<file path="config.mk">
export PLATFORM = sky130hd
export DESIGN_NAME = cache_dm_wb
export DESIGN_NICKNAME = d
export VERILOG_FILES = /design/src/rtl/cache_dm_wb_pkg.sv /design/src/rtl/cache_line_ram.sv /design/src/rtl/cache_dm_wb.sv
export SDC_FILE = /design/constraint.sdc
export NUM_CORES = 2
export LEC_CHECK = 0
export CAP_MARGIN = 30
export CELL_PAD_IN_SITES_DETAIL_PLACEMENT = 0
export CELL_PAD_IN_SITES_GLOBAL_PLACEMENT = 2
export CORE_MARGIN = 10
export CORE_UTILIZATION = 35
export CTS_CLUSTER_DIAMETER = 40
export DETAILED_ROUTE_END_ITERATION = 6
export PLACE_DENSITY_LB_ADDON = 0.1
export SLEW_MARGIN = 25
export SYNTH_ARGS = -nofsm -noshare
export SYNTH_HDL_FRONTEND = slang
export SYNTH_SLANG_ARGS = --single-unit
</file>
<file path="constraint.sdc">
create_clock -name clk -period 5.15 [get_ports clk]
set_input_delay 1.03 -clock clk [delete_from_list [all_inputs] [get_ports clk]]
set_output_delay 1.03 -clock clk [all_outputs]
set_load 0.03 [all_outputs]
</file>
<file path="src/rtl/cache_dm_wb_pkg.sv">
// Shared types and helpers for the direct-mapped write-back cache.
// Holds the 2-bit controller state encoding and the log2 helper used to size address fields.
package cache_dm_wb_pkg;

    typedef enum logic [1:0] {
        ST_IDLE      = 2'd0,
        ST_COMPARE   = 2'd1,
        ST_WRITEBACK = 2'd2,
        ST_REFILL    = 2'd3
    } state_t;

    function automatic int clog2(input int value);
        int r;
        r = 0;
        while ((1 << r) < value) r++;
        return r;
    endfunction

endpackage

</file>
<file path="src/rtl/cache_line_ram.sv">
// Data array for cache_dm_wb: one word written per clock, combinational read.
// Addressed as {set index, word offset}.
module cache_line_ram #(
    parameter int DATA_W = 32,
    parameter int AW     = 6,
    parameter int DEPTH  = 64
) (
    input  logic              clk,
    input  logic              we,
    input  logic [AW-1:0]     waddr,
    input  logic [DATA_W-1:0] wdata,
    input  logic [AW-1:0]     raddr,
    output logic [DATA_W-1:0] rdata
);

    logic [DATA_W-1:0] mem [DEPTH];

    // NOTE: storage arrays have no reset; the controller's valid bits decide whether contents mean anything.
    always_ff @(posedge clk) begin
        if (we) mem[waddr] <= wdata;
    end

    assign rdata = mem[raddr];

endmodule

</file>
<file path="src/rtl/cache_dm_wb.sv">
// Direct-mapped, write-back, write-allocate data cache with burst refill/writeback,
// bulk invalidate and saturating hit/miss statistics.
module cache_dm_wb
    import cache_dm_wb_pkg::*;
#(
    parameter int ADDR_W     = 16,
    parameter int DATA_W     = 32,
    parameter int LINE_WORDS = 4,
    parameter int SETS       = 16,
    parameter int CNT_W      = 16
) (
    input  logic              clk,
    input  logic              rst_n,
    input  logic              cpu_req,
    input  logic              cpu_we,
    input  logic [ADDR_W-1:0] cpu_addr,
    input  logic [DATA_W-1:0] cpu_wdata,
    output logic [DATA_W-1:0] cpu_rdata,
    output logic              cpu_ready,
    input  logic              inv,
    output logic              mem_req,
    output logic              mem_we,
    output logic [ADDR_W-1:0] mem_addr,
    output logic [DATA_W-1:0] mem_wdata,
    input  logic [DATA_W-1:0] mem_rdata,
    input  logic              mem_ack,
    output logic [CNT_W-1:0]  hit_cnt,
    output logic [CNT_W-1:0]  miss_cnt
);

    localparam int OFF_W  = clog2(LINE_WORDS);
    localparam int IDX_W  = clog2(SETS);
    localparam int TAG_W  = ADDR_W - OFF_W - IDX_W;
    localparam int RAM_AW = IDX_W + OFF_W;
    localparam logic [OFF_W-1:0] LAST_BEAT = OFF_W'(LINE_WORDS - 1);

    state_t            state, state_nxt;
    logic [ADDR_W-1:0] req_addr;
    logic              req_we;
    logic [DATA_W-1:0] req_wdata;
    logic [OFF_W-1:0]  beat;
    logic [SETS-1:0]   valid;
    logic [SETS-1:0]   dirty;
    logic [TAG_W-1:0]  tags [SETS];

    logic [OFF_W-1:0]  req_off;
    logic [IDX_W-1:0]  req_idx;
    logic [TAG_W-1:0]  req_tag;
    logic              hit;
    logic              last_ack;

    logic              ram_we;
    logic [RAM_AW-1:0] ram_waddr;
    logic [RAM_AW-1:0] ram_raddr;
    logic [DATA_W-1:0] ram_wdata;
    logic [DATA_W-1:0] ram_rdata;

    assign req_off  = req_addr[OFF_W-1:0];
    assign req_idx  = req_addr[OFF_W +: IDX_W];
    assign req_tag  = req_addr[ADDR_W-1 -: TAG_W];
    assign hit      = valid[req_idx] && (tags[req_idx] == req_tag);
    assign last_ack = mem_ack && (beat == LAST_BEAT);

    cache_line_ram #(
        .DATA_W (DATA_W),
        .AW     (RAM_AW),
        .DEPTH  (SETS * LINE_WORDS)
    ) u_data (
        .clk   (clk),
        .we    (ram_we),
        .waddr (ram_waddr),
        .wdata (ram_wdata),
        .raddr (ram_raddr),
        .rdata (ram_rdata)
    );

    // NOTE: every output of this block gets a default first, so no path can infer a latch.
    always_comb begin
        state_nxt = state;
        cpu_ready = 1'b0;
        cpu_rdata = '0;
        mem_req   = 1'b0;
        mem_we    = 1'b0;
        mem_addr  = '0;
        mem_wdata = '0;
        ram_we    = 1'b0;
        ram_waddr = {req_idx, req_off};
        ram_wdata = req_wdata;
        ram_raddr = {req_idx, req_off};

        unique case (state)
            ST_IDLE: begin
                if (!inv && cpu_req) state_nxt = ST_COMPARE;
            end
            ST_COMPARE: begin
                if (hit) begin
                    cpu_ready = 1'b1;
                    cpu_rdata = ram_rdata;
                    ram_we    = req_we;
                    state_nxt = ST_IDLE;
                end else begin
                    state_nxt = (valid[req_idx] && dirty[req_idx]) ? ST_WRITEBACK : ST_REFILL;
                end
            end
            ST_WRITEBACK: begin
                mem_req   = 1'b1;
                mem_we    = 1'b1;
                mem_addr  = {tags[req_idx], req_idx, beat};
                ram_raddr = {req_idx, beat};
                mem_wdata = ram_rdata;
                if (last_ack) state_nxt = ST_REFILL;
            end
            ST_REFILL: begin
                mem_req  = 1'b1;
                mem_addr = {req_tag, req_idx, beat};
                if (mem_ack) begin
                    ram_we    = 1'b1;
                    ram_waddr = {req_idx, beat};
                    ram_wdata = mem_rdata;
                end
                if (last_ack) state_nxt = ST_COMPARE;
            end
            default: state_nxt = ST_IDLE;
        endcase
    end

    // NOTE: registered state uses non-blocking assignments so every flop samples pre-edge values.
    always_ff @(posedge clk or negedge rst_n) begin
        if (!rst_n) begin
            state     <= ST_IDLE;
            req_addr  <= '0;
            req_we    <= 1'b0;
            req_wdata <= '0;
            beat      <= '0;
            valid     <= '0;
            dirty     <= '0;
            hit_cnt   <= '0;
            miss_cnt  <= '0;
        end else begin
            state <= state_nxt;
            case (state)
                ST_IDLE: begin
                    if (inv) begin
                        valid <= '0;
                        dirty <= '0;
                    end else if (cpu_req) begin
                        req_addr  <= cpu_addr;
                        req_we    <= cpu_we;
                        req_wdata <= cpu_wdata;
                    end
                end
                ST_COMPARE: begin
                    if (hit) begin
                        if (req_we) dirty[req_idx] <= 1'b1;
                        if (hit_cnt != '1) hit_cnt <= hit_cnt + CNT_W'(1);
                    end else if (miss_cnt != '1) begin
                        miss_cnt <= miss_cnt + CNT_W'(1);
                    end
                end
                ST_WRITEBACK: begin
                    if (mem_ack) beat <= beat + OFF_W'(1);
                    if (last_ack) dirty[req_idx] <= 1'b0;
                end
                ST_REFILL: begin
                    if (mem_ack) beat <= beat + OFF_W'(1);
                    if (last_ack) begin
                        valid[req_idx] <= 1'b1;
                        dirty[req_idx] <= 1'b0;
                    end
                end
                default: ;
            endcase
        end
    end

    // The tag of a set is only meaningful once its valid bit is set after a refill.
    always_ff @(posedge clk) begin
        if (state == ST_REFILL && last_ack) tags[req_idx] <= req_tag;
    end

endmodule

</file>
# [Yosys cells after proc, flatten, opt, wreduce, memory -nomap -nowiden]
# Memories as Yosys holds them, arrays and structs flattened.
# Cells that the tools add are included.
[totals] inputBits=86 ramBits=2208 ff_bits=117 wordCells=92 mem_count=2
[op_classes] n_bitwise=6 n_eq_ne=14 n_addsub=3 n_reduce_logical=17 order_cmp=2 n_mux=39
[memory_table] name="u_data.mem" depth=64 word_bits=32 read_ports=1 rd_ports_with_merged_regs=0 write_ports=1 line_no="cache_line_ram.sv:16" source="logic [DATA_W-1:0] mem [DEPTH];"
[memory_table] name="tags" depth=16 word_bits=10 read_ports=1 rd_ports_with_merged_regs=0 write_ports=1 line_no="cache_dm_wb.sv:44" source="logic [TAG_W-1:0] tags [SETS];"
[ops] operator="2-to-1 mux 32 bit" n=5
[ops] operator="2-to-1 mux 16 bit" n=5
[ops] operator="one-hot mux 16 bit (2 select lines)" n=2
[ops] operator="one-hot mux 16 bit (3 select lines)" n=1
[ops] operator="adder 16 x 1 -> 16 bit (second input constant)" n=2
[ops] operator="!= test 16 bit (second input constant)" n=2
[ops] operator="bitwise OR 16 bit" n=2
[ops] operator="AND 16 bit" n=1
[ops] operator="inverter 16 bit" n=1
[ops] operator="AND reduction 3 bit" n=5
[ops] operator="2-to-1 mux 1 bit" n=14
[ops] operator="2-to-1 mux 2 bit" n=7
[ops] operator="!= test 2 bit (second input constant)" n=6
[ops] operator="equality test 10 bit" n=1
[ops] operator="binary-select mux 1 bit (select 4 bit)" n=2
[ops] operator="one-hot mux 2 bit (4 select lines)" n=1
[ops] operator="equality test 2 bit (second input constant)" n=3
[ops] operator="logical AND 1 bit" n=6
[ops] operator="less-than comparator 4 x 5 -> 1 bit (second input constant)" n=1
[ops] operator="demux 1 bit (select 4 bit)" n=1
[ops] operator=">= comparator 4 x 1 -> 1 bit (second input constant)" n=1
[ops] operator="AND reduction 4 bit" n=1
[ops] operator="adder 2 x 1 -> 2 bit (second input constant)" n=1
[ops] operator="equality test 2 x 1 -> 1 bit (second input constant)" n=1
[ops] operator="other kinds (8)" n=9

# [Longest topological paths before layout]
[logic_depth] depth_word=8 ltp_mapped=15 ltp_nobuf=10

# [Modules after synthesis]
# Synthesis repeated with hierarchy kept, for this count alone.
[hier_totals] cells_unflattened=4302 hier_area_um2=91077.4
[by_module_without_submodules] mod="cache_line_ram" area_each_um2=77874.7 cells_each=3292 instances=1 seq_area_each_um2=61499.0
[by_module_without_submodules] mod="cache_dm_wb" area_each_um2=13202.7 cells_each=1010 instances=1 seq_area_each_um2=7732.4

# [Worst setup path after synthesis]
# No wires, ideal clock.
[synth_path] path_kind="register to output" start="register state[0]" end="output cpu_rdata[31]" t_arrival_ns=4.002 stages_incl_launch_ff=13 path_buffers=4 path_slack_ns=0.118 cell_sequence="dfrtp_1 -> inv_1 -> ha_1 -> buf_2 -> mux2i_1 -> buf_2 -> buf_1 -> clkbuf_1 -> mux4_2 -> nor2_1 -> a211oi_1 -> a211oi_1 -> nor4_1"
[synth_via] elab_chain_len=5
[synth_lines] item="start: declaration" line_no="cache_dm_wb.sv:37" source="state_t state, state_nxt;"
[synth_lines] item="start signal: assignment" line_no="cache_dm_wb.sv:140" source="state <= state_nxt;"
[synth_lines] item="equality test 2 bit" line_no="cache_dm_wb.sv:91" source="unique case (state)"
[synth_lines] item="2-to-1 mux 2 bit" line_no="cache_dm_wb.sv:91"
[synth_lines] item="memory (64 x 32 bit)"
[synth_lines] item="2-to-1 mux 32 bit" line_no="cache_dm_wb.sv:96" source="if (hit) begin"
[synth_lines] item="2-to-1 mux 32 bit (*)" line_no="cache_dm_wb.sv:91"
[synth_lines] item="end: declaration" line_no="cache_dm_wb.sv:18" source="output logic [DATA_W-1:0] cpu_rdata,"
# Mark *: on every way between the ends. The rest lies on a longest branch, timed or not.

# [Final worst setup path]
[layout_path] start="register state[0]" end="output mem_wdata[15]"
[layout_via] elab_chain_len=4
[layout_lines] item="equality test 2 bit (*)" line_no="cache_dm_wb.sv:91"
[layout_lines] item="2-to-1 mux 2 bit" line_no="cache_dm_wb.sv:91"
[layout_lines] item="memory (64 x 32 bit)"
[layout_lines] item="2-to-1 mux 32 bit (*)" line_no="cache_dm_wb.sv:91"
[layout_lines] item="end: declaration" line_no="cache_dm_wb.sv:24" source="output logic [DATA_W-1:0] mem_wdata,"
# Marks and branches as above.

==> impl_metrics.tcl <==
set metrics [dict create \
    slew_violations 0 \
    synthesis.area_per_instance_sq_um 21.51 \
    cellLeakagePower_nw 39.99 \
    initial_core_util_pct 35.24 \
    clkTransAtPathRegs_ps 50 \
    power.switching_fraction_pct 32.86 \
    totalNegativeSetupSlack_ps -16880 \
    first_pass_drt_iterations 5 \
    synth_warnings 0 \
    cellPowerDensity_nw_per_um2 668.5 \
    synth_seq_cells 2325 \
    pwr-share-comb_pct 36.1 \
    synth_top_flop_cell "sky130_fd_sc_hd__edfxtp_1" \
    cts_htree_levels 5 \
    yosysTopAreaCellShare_pct 73.16 \
    die_width_um 528.9 \
    synth_edf_count 2208 \
    timing.reg2reg.setup_slack_ps 760 \
    critPathKind "flop to output port" \
    rows 186 \
    cellInternalPower_mw 53.79 \
    via_count_of_the_first_global_routing_pass 50994 \
    async_reset_ff_share_pct 5.032 \
    route.final.wire_length_um 328700 \
    root_buffer "sky130_fd_sc_hd__clkbuf_16" \
    cp_max_fo 6 \
    finalCritPeriodShare_pct 107.5 \
    maximum_vdd_drop_mv 0.4127 \
    via_per_inst 5.594 \
    timing.max_slew.rel_slack_pct 35.31 \
    cts.path.max_buffers 4 \
    hold_path_class "input port to async pin" \
    outcome "complete, but fails checks" \
    post_layout_nonfiller_instances 8883 \
    synthTopCellsByArea "sky130_fd_sc_hd__edfxtp_1 73%, sky130_fd_sc_hd__mux4_2 15%, sky130_fd_sc_hd__dfrtp_1 3.2%" \
    finish.net_count 5266 \
    sequentialPowerShare_pct 30.7 \
    antenna_violating_nets_post_route 0 \
    clkLatencyLatePin_ps 970 \
    portBuffers 200 \
    p_clk_share_pct 33.2 \
    cts.sink_count 2325 \
    startpoint "state[0]$_DFFE_PN0P_" \
    num_vias 49691 \
    violations_in_the_final_reports "negative setup slack" \
    grt_remaining_overflow 0 \
    area_growth_syn_to_layout_pct 32.25 \
    synth.distinct_cells 62 \
    max_freq_ghz 0.1806 \
    grt_pass1_wl_um 445000 \
    numPlacedInstances 7973 \
    grt.total_usage_pct 22.99 \
    finalSetupViolations 65 \
    place.gp.congestion 0.7605 \
    cts_hold_repair.buffers 0 \
    post-route-min-period_ps 5537 \
    synth_simple_gate_area_share_pct 2.511 \
    muxShareOfSynthArea_pct 17.19 \
    floorplan.die_area_sq_um 279700 \
    yosys.area_share.xor_xnor_pct 0.4252 \
    cap_viol_max_count 0 \
    synth-adder-area-share_pct 0.09664 \
    least_margin_pin_slew_ps 970.4 \
    worst_ep_required_time_ps 4120 \
    fin_skew_ps 80.02 \
    drt-initial-drc-count 5641 \
    final.hold.worst_slack_ps 69.19 \
    synthesis.instances 4213 \
    grt_max_degree 67 \
    tritoncts.num_buffers 394 \
    fin_ws_ps -386.6 \
    die_height_um 528.9 \
    drive_above_1_share_pct 42.40 \
    netSwitchingPower_mw 26.33 \
    worst_setup_path_end_kind "output port" \
    synth.yosys.seq_area_share_pct 76.39 \
    synth.cell_area_sq_um 90630 \
    compound_cell_area_share_of_the_yosys_netlist_pct 2.192 \
    synth_top_cells_by_count "2,208 x sky130_fd_sc_hd__edfxtp_1, 600 x sky130_fd_sc_hd__mux4_2, 220 x sky130_fd_sc_hd__nor2_1" \
    detail_routed_net_length_per_standard_cell_um 37.00 \
    post-route-drc-count 0 \
    antenna_violations_before_repair 13 \
    synth_nets 4306 \
    main_combinational_cell_family_by_area_after_synthesis "multiplexers" \
    ios 201 \
    hold_viol 0 \
    r2r-start "req_addr[2]$_DFFE_PN0P_" \
    tritoncts "done" \
    yosysMostFrequentCell "sky130_fd_sc_hd__edfxtp_1" \
    critPathLaunchType "flop" \
    cell_area_after_layout_sq_um 119900 \
    placedInstanceArea_sq_um 101800 \
    grt_setup_unrepaired "true" \
    post-synth-top-area-cell "sky130_fd_sc_hd__edfxtp_1" \
    critical_path_arrival_ps 4510 \
    hpwl_um 190600 \
    core_sq_um 257200 \
]
==> power groups by stage <==
stage | clock network (mW) | registers, mW | logic [mW]
6_report | 26.6 | 24.6 | 28.9
3_3_place_gp | 0 | 25.1 | 23.4
4_1_cts | 27.0 | 24.6 | 28.5
2_1_floorplan | 0 | 24.9 | 13.0
5_1_grt | 27.9 | 24.7 | 30.4
3_5_place_dp | 0 | 25.1 | 23.7
==> per-layer routing <==
layer,routed length (um),share of wire (%),up-vias,global-route usage (%)
met3,23020,7.0,502,4.573
li1,-,-,19775,-
met5,0,0,-,0
met2,157800,48,1993,37.94
met1,138800,42,27421,31.46
met4,9016,2.7,0,5.505
==> what timing repair did <==
item                                   CTS  global route
pin swaps                               49            57
cloned                                  32             5
endpoints found under the hold margin    0             0
buffers inserted                       135            46
gates resized for setup                365           112
setup endpoints to repair               66            65
==> through the flow <==
| stage | total power, mW | utilization [%] | setup slack, ps |
|---|---|---|---|
| finish | 80.12 | 46.61 | -386.6 |
| global route | 82.92 | 46.60 | -527.9 |
| CTS | 80.13 | 46.35 | -479.5 |
| detailed placement | 48.73 | 39.58 | -29.78 |
| global placement | 48.46 | 39.53 | -55.48 |
| floorplan | 37.86 | - | 117.9 |
==> cells in the final DEF, fill, tap and decap left out, drive strengths merged, types with 4 or more instances in the layout <==
master and n:
dfrtp 117, nand2b 5, xnor2 24, nor3b 5, and4 4, mux2 126, inv 54, a211oi 19
o211ai 11, o22ai 95, a21oi 48, ha 7, clkinv 135, and3 17, nand2 117, o221ai 8
clkbuf 439, buf 652, and2 37, o21ai 40, edfxtp 2208, xor2 20, nor3 41, nor2b 11
a31oi 8, clkinvlp 47, a211o 4, a22o 8, nand3 23, mux4 600, a22oi 13, nor4 6
a32oi 21, bufbuf 8, mux2i 65, nand4 9, bufinv 55, clkdlybuf4s50 134, nor2 220, diode 6
==> worst paths after layout <==
kind,cells after the start,end
worst max-delay path,17,mem_wdata[15]
worst min-delay path,1,hit_cnt[9]$_DFFE_PN0P_
worst max register to register,14,u_data.mem[49][20]$_DFFE_PP_
worst min register to register,1,miss_cnt[12]$_DFFE_PN0P_
max in group asynchronous,2,valid[3]$_DFFE_PN0P_
min in group clk,1,miss_cnt[12]$_DFFE_PN0P_
==> cells by family after synthesis <==
kind of cell,Yosys count
flops,2325
mux,791
simple gates,505
compound gates,297
buf+inv,244
xor+xnor,44
fa+ha+maj,7
==> registers in the layout, summed over array words and instances, names as in the netlist <==
name and flops:
beat 2, dirty 16, hit_cnt 16, miss_cnt 16
req_addr 16, req_wdata 32, req_we 1, state 2
tags 160, u_data.mem 2048, valid 16
==> cell type report <==
| type | instances | area (sq um) |
|---|---|---|
| well taps | 3384 | 4234 |
| clock buffers | 434 | 10150 |
| clock inverters | 282 | 3323 |
| flip-flops and latches | 2325 | 69250 |
| inverters | 9 | 37.54 |
| repair buffers | 799 | 10560 |
| diodes | 6 | 15.01 |
| multi-input cells | 1644 | 22300 |
| fillers | 21481 | 137300 |
==> critical path, stage by stage, from the launching register on <==
cell and delay [ps]:
sky130_fd_sc_hd__dfrtp_1 390, sky130_fd_sc_hd__inv_2 90, sky130_fd_sc_hd__ha_4 170, sky130_fd_sc_hd__mux2i_4 240, sky130_fd_sc_hd__buf_12 170, sky130_fd_sc_hd__buf_16 130, sky130_fd_sc_hd__buf_12 150, sky130_fd_sc_hd__buf_16 150
sky130_fd_sc_hd__mux4_2 520, sky130_fd_sc_hd__mux4_2 470, sky130_fd_sc_hd__nor2_1 110, sky130_fd_sc_hd__a21oi_1 50, sky130_fd_sc_hd__buf_4 190, sky130_fd_sc_hd__o22ai_4 170, sky130_fd_sc_hd__a211oi_4 60, sky130_fd_sc_hd__buf_6 170
sky130_fd_sc_hd__and2_4 170, sky130_fd_sc_hd__buf_12 130
No activity file was read; power rests on OpenSTA's default activity.
